**config.mk**
```make
export PLATFORM = sky130hd
export DESIGN_NAME = micro_seq_flat
export DESIGN_NICKNAME = d
export VERILOG_FILES = /design/src/rtl/micro_seq_if.sv /design/src/rtl/micro_seq.sv /design/src/flat_wrapper.sv
export SDC_FILE = /design/constraint.sdc
export NUM_CORES = 1
export LEC_CHECK = 0
export CAP_MARGIN = 15
export CORE_ASPECT_RATIO = 0.75
export CORE_MARGIN = 2
export CORE_UTILIZATION = 55
export CTS_BUF_LIST = sky130_fd_sc_hd__clkbuf_16
export DETAILED_ROUTE_END_ITERATION = 10
export GPL_ROUTABILITY_DRIVEN = 0
export MAX_ROUTING_LAYER = met4
export PLACE_DENSITY = 0.76
export SETUP_SLACK_MARGIN = 0.4
export SYNTH_ARGS = -nofsm -noshare
export SYNTH_HDL_FRONTEND = slang
export SYNTH_SLANG_ARGS = --single-unit
```
**constraint.sdc**
```tcl
create_clock -name clk -period 7.6 [get_ports clk]
set_input_delay 1.9 -clock clk [delete_from_list [all_inputs] [get_ports clk]]
set_output_delay 1.9 -clock clk [all_outputs]
set_load 0.005 [all_outputs]
```
**src/rtl/micro_seq_if.sv**
```systemverilog
// Bus bundle between the micro-sequencer and its host.
// Host side (master): microword load port, run control (start, halt, loop_addr, loop_count).
// Sequencer side (slave): registered datapath controls (initial_r, reg_write, reg_read1,
// reg_read2, alu_op, buff_ctrl, reg_write_en) and status (busy, done, pc).
interface micro_seq_if;
  logic        load_en;
  logic [3:0]  load_addr;
  logic [41:0] load_data;
  logic        start;
  logic [3:0]  loop_addr;
  logic [7:0]  loop_count;
  logic        halt;

  logic [15:0] initial_r;
  logic [3:0]  reg_write;
  logic [3:0]  reg_read1;
  logic [3:0]  reg_read2;
  logic [7:0]  alu_op;
  logic [3:0]  buff_ctrl;
  logic        reg_write_en;
  logic        busy;
  logic        done;
  logic [3:0]  pc;

  modport master (
    output load_en, load_addr, load_data, start, loop_addr, loop_count, halt,
    input  initial_r, reg_write, reg_read1, reg_read2, alu_op, buff_ctrl, reg_write_en,
    input  busy, done, pc
  );

  modport slave (
    input  load_en, load_addr, load_data, start, loop_addr, loop_count, halt,
    output initial_r, reg_write, reg_read1, reg_read2, alu_op, buff_ctrl, reg_write_en,
    output busy, done, pc
  );
endinterface

```
**src/rtl/micro_seq.sv**
```systemverilog
// Looping microcode sequencer with a 16 x 42-bit microword store.
// Ports:
//   clk    - system clock, rising edge
//   reset  - asynchronous active-low reset; also clears the microword store
//   bus    - micro_seq_if.slave: load port, run control, registered datapath controls,
//            busy / done / pc status
// Word layout: {imm[41:26], wsel[25:22], r1[21:18], r2[17:14], op[13:6], buf[5:2], we[1],
// last[0]}. The first pass starts at address 0, later passes at the captured loop_addr.
module micro_seq #(
  parameter logic [7:0] NOP_OP = 8'h00
) (
  input logic        clk,
  input logic        reset,
  micro_seq_if.slave bus
);

  typedef enum logic [1:0] {StIdle, StRun, StDone} state_e;

  // Datapath fields of a word (everything except the last bit) with NOP values.
  localparam logic [40:0] NopWord = {28'h0, NOP_OP, 5'h0};

  state_e      state_q;
  logic [41:0] mem_q [16];
  logic [3:0]  pc_q;
  logic [3:0]  loop_q;
  logic [7:0]  rem_q;
  logic        fin_q;   // final word already issued; next edge goes to DONE
  logic [40:0] dp_q;
  logic        busy_q;
  logic        done_q;

  logic [3:0]  issue_addr;
  logic [41:0] word;
  logic        word_last;
  logic [3:0]  cur_loop;
  logic [7:0]  cur_rem;
  logic [3:0]  next_pc;
  logic [7:0]  next_rem;
  logic        next_fin;

  // Issue bookkeeping shared by the start edge (address 0, live loop inputs) and RUN
  // (address pc, captured loop settings). rem of 0 means unbounded and is never stepped.
  always_comb begin
    issue_addr = (state_q == StRun) ? pc_q : 4'd0;
    word       = mem_q[issue_addr];
    word_last  = word[0] || (issue_addr == 4'd15);
    cur_loop   = (state_q == StRun) ? loop_q : bus.loop_addr;
    cur_rem    = (state_q == StRun) ? rem_q : bus.loop_count;
    next_pc    = issue_addr + 4'd1;
    next_rem   = cur_rem;
    next_fin   = 1'b0;
    if (word_last) begin
      next_pc = cur_loop;
      if (cur_rem == 8'd1) begin
        next_fin = 1'b1;
      end else if (cur_rem != 8'd0) begin
        next_rem = cur_rem - 8'd1;
      end
    end
  end

  always_ff @(posedge clk or negedge reset) begin
    if (!reset) begin
      state_q <= StIdle;
      for (int i = 0; i < 16; i++) begin
        mem_q[i] <= '0;
      end
      pc_q   <= 4'd0;
      loop_q <= 4'd0;
      rem_q  <= 8'd0;
      fin_q  <= 1'b0;
      dp_q   <= NopWord;
      busy_q <= 1'b0;
      done_q <= 1'b0;
    end else begin
      unique case (state_q)
        StIdle: begin
          done_q <= 1'b0;
          if (bus.load_en) begin
            mem_q[bus.load_addr] <= bus.load_data;
          end else if (bus.start) begin
            state_q <= StRun;
            dp_q    <= word[41:1];
            pc_q    <= next_pc;
            loop_q  <= bus.loop_addr;
            rem_q   <= next_rem;
            fin_q   <= next_fin;
            busy_q  <= 1'b1;
          end
        end
        StRun: begin
          if (bus.halt || fin_q) begin
            state_q <= StDone;
            dp_q    <= NopWord;
            pc_q    <= 4'd0;
            rem_q   <= 8'd0;
            fin_q   <= 1'b0;
            busy_q  <= 1'b0;
            done_q  <= 1'b1;
          end else begin
            dp_q  <= word[41:1];
            pc_q  <= next_pc;
            rem_q <= next_rem;
            fin_q <= next_fin;
          end
        end
        StDone: begin
          state_q <= StIdle;
          done_q  <= 1'b0;
        end
        default: begin
          state_q <= StIdle;
          dp_q    <= NopWord;
          busy_q  <= 1'b0;
          done_q  <= 1'b0;
        end
      endcase
    end
  end

  assign bus.initial_r    = dp_q[40:25];
  assign bus.reg_write    = dp_q[24:21];
  assign bus.reg_read1    = dp_q[20:17];
  assign bus.reg_read2    = dp_q[16:13];
  assign bus.alu_op       = dp_q[12:5];
  assign bus.buff_ctrl    = dp_q[4:1];
  assign bus.reg_write_en = dp_q[0];
  assign bus.busy         = busy_q;
  assign bus.done         = done_q;
  assign bus.pc           = pc_q;

endmodule

```
**src/flat_wrapper.sv**
```systemverilog
// flat-port wrapper written by rule: the top's interface ports become plain ports
module micro_seq_flat 
#(
  parameter logic [7:0] NOP_OP = 8'h00
)
  (clk, reset, bus_load_en, bus_load_addr, bus_load_data, bus_start, bus_loop_addr, bus_loop_count, bus_halt, bus_initial_r, bus_reg_write, bus_reg_read1, bus_reg_read2, bus_alu_op, bus_buff_ctrl, bus_reg_write_en, bus_busy, bus_done, bus_pc);
  micro_seq_if bus_i ();
  input logic clk;
  input logic reset;
  input wire logic [$bits(bus_i.load_en)-1:0] bus_load_en;
  input wire logic [$bits(bus_i.load_addr)-1:0] bus_load_addr;
  input wire logic [$bits(bus_i.load_data)-1:0] bus_load_data;
  input wire logic [$bits(bus_i.start)-1:0] bus_start;
  input wire logic [$bits(bus_i.loop_addr)-1:0] bus_loop_addr;
  input wire logic [$bits(bus_i.loop_count)-1:0] bus_loop_count;
  input wire logic [$bits(bus_i.halt)-1:0] bus_halt;
  output wire logic [$bits(bus_i.initial_r)-1:0] bus_initial_r;
  output wire logic [$bits(bus_i.reg_write)-1:0] bus_reg_write;
  output wire logic [$bits(bus_i.reg_read1)-1:0] bus_reg_read1;
  output wire logic [$bits(bus_i.reg_read2)-1:0] bus_reg_read2;
  output wire logic [$bits(bus_i.alu_op)-1:0] bus_alu_op;
  output wire logic [$bits(bus_i.buff_ctrl)-1:0] bus_buff_ctrl;
  output wire logic [$bits(bus_i.reg_write_en)-1:0] bus_reg_write_en;
  output wire logic [$bits(bus_i.busy)-1:0] bus_busy;
  output wire logic [$bits(bus_i.done)-1:0] bus_done;
  output wire logic [$bits(bus_i.pc)-1:0] bus_pc;
  assign bus_i.load_en = bus_load_en;
  assign bus_i.load_addr = bus_load_addr;
  assign bus_i.load_data = bus_load_data;
  assign bus_i.start = bus_start;
  assign bus_i.loop_addr = bus_loop_addr;
  assign bus_i.loop_count = bus_loop_count;
  assign bus_i.halt = bus_halt;
  assign bus_initial_r = bus_i.initial_r;
  assign bus_reg_write = bus_i.reg_write;
  assign bus_reg_read1 = bus_i.reg_read1;
  assign bus_reg_read2 = bus_i.reg_read2;
  assign bus_alu_op = bus_i.alu_op;
  assign bus_buff_ctrl = bus_i.buff_ctrl;
  assign bus_reg_write_en = bus_i.reg_write_en;
  assign bus_busy = bus_i.busy;
  assign bus_done = bus_i.done;
  assign bus_pc = bus_i.pc;
  micro_seq #(.NOP_OP(NOP_OP)) u_core (.clk(clk), .reset(reset), .bus(bus_i));
endmodule
```
# After elaboration in Yosys (flattened, before gate mapping)
# Index checks and enable logic that the tools add are counted.
# Widths: inputs -> output; s select.
[word_totals]
mem_count = 0
mem_bits_ro = 0
ramBits = 0
latch_bits = 0
wordCells = 93
regBits = 734
out_inout_bits = 47
[op_classes]
muxes = 41
n_mul = 0
shifts = 0
bitwise_logic = 4
n_eq_ne = 7
div_mod_pow = 0
order_cmp = 3
addsub = 2
reduce_logical = 12
[ops]
columns = ["operator", "count"]
rows = [
  ["$bwmux 672", 1],
  ["$bmux 42 s4", 1],
  ["$demux 42 s4", 1],
  ["$mux 42", 3],
  ["$mux 41", 3],
  ["$pmux 41 s3", 1],
  ["$mux 8", 7],
  ["$mux 4", 6],
  ["$pmux 8 s2", 1],
  ["$reduce_and 3->1", 4],
  ["$ge 5x5->1 const B", 2],
  ["$mux 1", 10],
  ["$not 4->5", 2],
  ["$eq 8x1->1 const B", 1],
  ["$pmux 4 s2", 1],
  ["$reduce_bool 8->1", 1],
  ["$sub 8x1->8 const B", 1],
  ["$mux 2", 3],
  ["$ne 2x2->1 const B", 3],
  ["$lt 5x1->1 const B", 1],
  ["$add 4x1->4 const B", 1],
  ["$eq 4x4->1 const B", 1],
  ["$pmux 2 s2", 1],
  ["$reduce_and 4->1", 1],
  ["10 further kinds", 12],
]

# Longest topological paths before layout
[depth]
ltp_word = 11
mapped_depth = 12
depth_no_buf = 8

# Worst setup path before layout
# No wires, ideal clock.
[synth_path]
path_type = "input to register"
start = "in bus_load_addr[2]"
end = "reg u_core.mem_q[631] (netlist bit)"
arrival_ps = 3358
path_slack_ps = 4117
required_time_ps = 7475
setup_ps = 125
stages = 5
cell_sequence = "or3_1 -> clkbuf_1 -> nor3_1 -> buf_2 -> mux2_2"
[synth_via]
elab_chain_len = 6
word_cells_on_any_way = 7
[synth_rtl]
columns = ["item", "line", "text"]
rows = [
  ["start, declared", "flat_wrapper.sv:11", "input wire logic [$bits(bus_i.load_addr)-1:0] bus_load_addr;"],
  ["$not 4->5 (implied by the code) (*)", "micro_seq.sv:80", "mem_q[bus.load_addr] <= bus.load_data;"],
  ["$ge 5x5->1 (implied by the code) or $lt 5x1->1 (tied branches)", "micro_seq.sv:80", ""],
  ["$logic_and 1x1->1 (implied by the code)", "micro_seq.sv:80", ""],
  ["$mux 42 (implied by the code)", "micro_seq.sv:80", ""],
  ["$demux 42 s4 (*)", "micro_seq.sv:80", ""],
  ["$bwmux 672 (*)", "micro_seq.sv:80", ""],
  ["end signal, assigned by index", "micro_seq.sv:80", ""],
  ["end, declared", "micro_seq.sv:23", "logic [41:0] mem_q [16];"],
]
# Mark *: on every way between the ends. The rest lies on a longest branch, timed or not.
# A chain may end at the register's enable or synchronous reset.

# Worst setup path after layout
[layout_path]
start = "in bus_load_en"
end = "reg u_core.mem_q[292] (netlist bit)"
[layout_via]
elab_chain_len = 1
[layout_rtl]
columns = ["item", "line", "text"]
rows = [
  ["start, declared", "flat_wrapper.sv:10", "input wire logic [$bits(bus_i.load_en)-1:0] bus_load_en;"],
  ["$reduce_and 2->1 (no source line)", "-", ""],
]
# Every way passes these cells.

==> results.md <==
* Hold bufs inserted after CTS at 0
* CTS tree: yes
* GRT Total Usage at 27.87%
* Post-CTS Resized at 0
* Clock Path Buffers at 3
* Post-CTS Setup Inserts at 0
* WL per Instance at around 25 um
* Largest stage delay, worst path at 0.91 ns
* CORE AREA at 0.06022 mm^2
* Initial Util at a little under three fifths
* # IOs at between 100 and 150
* VDD IR-drop max at 0.1650 mV
* Top cells by area, synth: dfrtp_1 (55%), mux2_2 (23%), mux4_2 (8.2%), nand2_1 (3.9%), clkbuf_1 (1.7%)
* Fin crit share at 60.34%
* Fmax at ~220 MHz
* Area delta synth->final at 12.02%
* Leak at around 0.016 uW
* Worst EP arrival at 5.08 ns
* Avg Cell Area, Syn at roughly 14 um^2
* Synth Flop Type: dfrtp_1
* Final core occ at 62.04%
* Synth warnings at 0
* First-pass GRT wire length at around 130000 um
* Drt first pass iters at 6
* Vias at between 20000 and 25000
* Endpoint class of the critical path: flip-flop
* Row count at 78
* Gr ovfl total at 0
* Chip Height at 217.3 um
* Post-layout min period at 4.586 ns
* Reg clk slew, reported paths at 0.06 ns
* Detail-routed via count per cell at 6.283
* Largest net degree at the start of global routing at 216
* Layout cells sized above 1 at 38.15%
* Syn Nets at approximately 2500
* Post-synth EDFFs at 0
* Startpoint class of the critical path: primary input
* CP top delay family: simple AND/OR/NAND/NOR gates
* Asr flop ratio synth at between 90% and 100%
* Fin. Hold Viols at 0
* H-tree depth at 3
* Most frequent cell after synthesis: dfrtp_1
* Final Max Tran Viols at 0
* Setup TNS at 0 ns
* Actual slew at the worst max-slew pin at 1.329 ns
* Critical path data required time at 8.10 ns
* Crit path max fanout at 23
* Register area share after synthesis at 55.08%
* Pwr Density at 325.8 mW/mm^2
* DRC violations left at 0
* I/O Buffers at 109
* Post-Synthesis Cells at ~2500
* Final ANT Viol Nets at 0
* Min-Delay Path Class: flip-flop to flip-flop
* Max_cap viols at 0
* Crit Path Category: primary input to flip-flop
* CTS Sinks at 734
* Proportion of netlist area held by the largest area contributor at a little under three fifths
* Skew-Pair Late Insertion Delay at 0.63 ns
* Cts bufs inserted at 72
* Setup WS pre-CTS at 2.569 ns
* Antenna violations before repair at 5
* Min Hold Slack at between 0.5 and 0.6 ns
* Run status: completed
* WL final at around 82000 um
* Unique masters post-synth at a little under 60
* Area leader, netlist: dfrtp_1
* Worst path cell trace: clkdlybuf4s50_1 -> nand2_1 -> nor3b_1 -> nand2_2 -> buf_4 -> mux2_2
* Clock root buffer: clkbuf_16
* Full die area at 0.06264 mm^2
* Clock skew at 0.01668 ns
* Buf+Inv Stages, Crit Path at 2
* Mapped Area at 0.03335 mm^2
* Nets at 2536
* Top post-synthesis cells by count: dfrtp_1 (734), mux2_2 (678), nand2_1 (348)
* Flops & latches, synth at 734
* Final Setup Violations at 0
* RSZ-0062 raised after global routing: false
* Vias in the first global route at 21950
* Final worst slack at 3.014 ns
* Critical-path top delay cell: nor3b_1
* Max_slew headroom at 11.41%
* Final HPWL DP at 46280 um
* FILL cells at 4370
* DRT iter0 DRCs at approximately 1700
* Die X at roughly 290 um
## kinds of logic after synthesis
| group | share of synthesized area (%) |
|---|---|
| AOI/OAI and AO/OA | 3.947 |
| xor gates and xnor gates | 0.1313 |
| adders and majority gates | 0.1126 |
| buffers and inverters | 2.593 |
| DFF | 55.08 |
| muxes | 31.40 |
| and+or+nand+nor | 6.742 |
## state kept, by name (all words and copies together) (netlist names)
name and flops:
u_core.bus.pc 4, u_core.state_q 2, u_core.loop_q 4, u_core.bus.done 1, u_core.dp_q 41, u_core.fin_q 1
u_core.rem_q 8, u_core.mem_q 672, u_core.bus.busy 1
## final cells by class
class                           count  area, um^2  area share, %
Multi-Input combinational cell   1508       14240          38.12
Antenna cell                        5       12.51        0.03349
Clock inverter                     59       455.4          1.219
Timing Repair Buffer              145        1441          3.859
Clock buffer                       72        1802          4.823
Sequential cell                   734       18370          49.18
Inverter                            9       33.78        0.09043
Tap cell                          800        1001          2.680
## metrics by stage
step	power, uW	std cells	area, um^2
CTS	12220	3326	37320
global route	12760	3332	37360
global placement	8514	3195	35070
floorplan	7687	2463	33350
detailed placement	8733	3195	35070
finish	12170	3332	37360
## power breakdown
part           total [uW]  internal, uW  switching (uW)
logic                3030          1770            1260
registers            5670          5010             658
clock network        3470          1940            1530
total               12200          8720            3450
## path summary, 6_finish.rpt
| path | from | end | slack [ns] | cells past startpoint |
|---|---|---|---|---|
| min | u_core.dp_q[16]$_DFFE_PN0P_ | u_core.dp_q[16]$_DFFE_PN0P_ | 0.50 | 1 |
| max | bus_load_en | u_core.mem_q[292]$_DFFE_PN0P_ | 3.01 | 6 |
| min reg2reg | u_core.dp_q[16]$_DFFE_PN0P_ | u_core.dp_q[16]$_DFFE_PN0P_ | 0.50 | 1 |
| max in group asynchronous | reset | u_core.mem_q[262]$_DFFE_PN0P_ | 4.53 | 2 |
| min in group asynchronous | reset | u_core.mem_q[362]$_DFFE_PN0P_ | 1.31 | 1 |
| max reg2reg | u_core.bus.pc[0]$_DFFE_PN0P_ | u_core.rem_q[6]$_DFFE_PN0P_ | 3.49 | 8 |
## layer usage
metal,wire length (um),global-route usage (%),part of all wire (%),up-vias
met5,0,-,0,-
met4,1883,7.997,2.3,0
met3,5955,6.509,7.2,161
met2,39310,42.81,48,718
met1,35030,37.38,43,11140
li1,-,-,-,8920
## cells in the final DEF (no fill, tap or decap), types with 6 or more instances in the layout
cell,n
dfrtp_1,733
mux2_2,678
nand2_1,341
mux4_2,121
clkdlybuf4s50_1,108
a31oi_1,88
and3_1,81
clkbuf_16,72
a22o_1,45
buf_4,30
inv_1,22
nor2_1,22
clkinv_1,21
mux2i_1,11
clkinv_2,9
nand3_1,8
o21ai_0,7
nor3_1,7
nand2_2,6
nor2_4,6
a21oi_1,6
o211ai_1,6
bufinv_16,6
buf_12,6
Power figures use the tool's default switching activity.
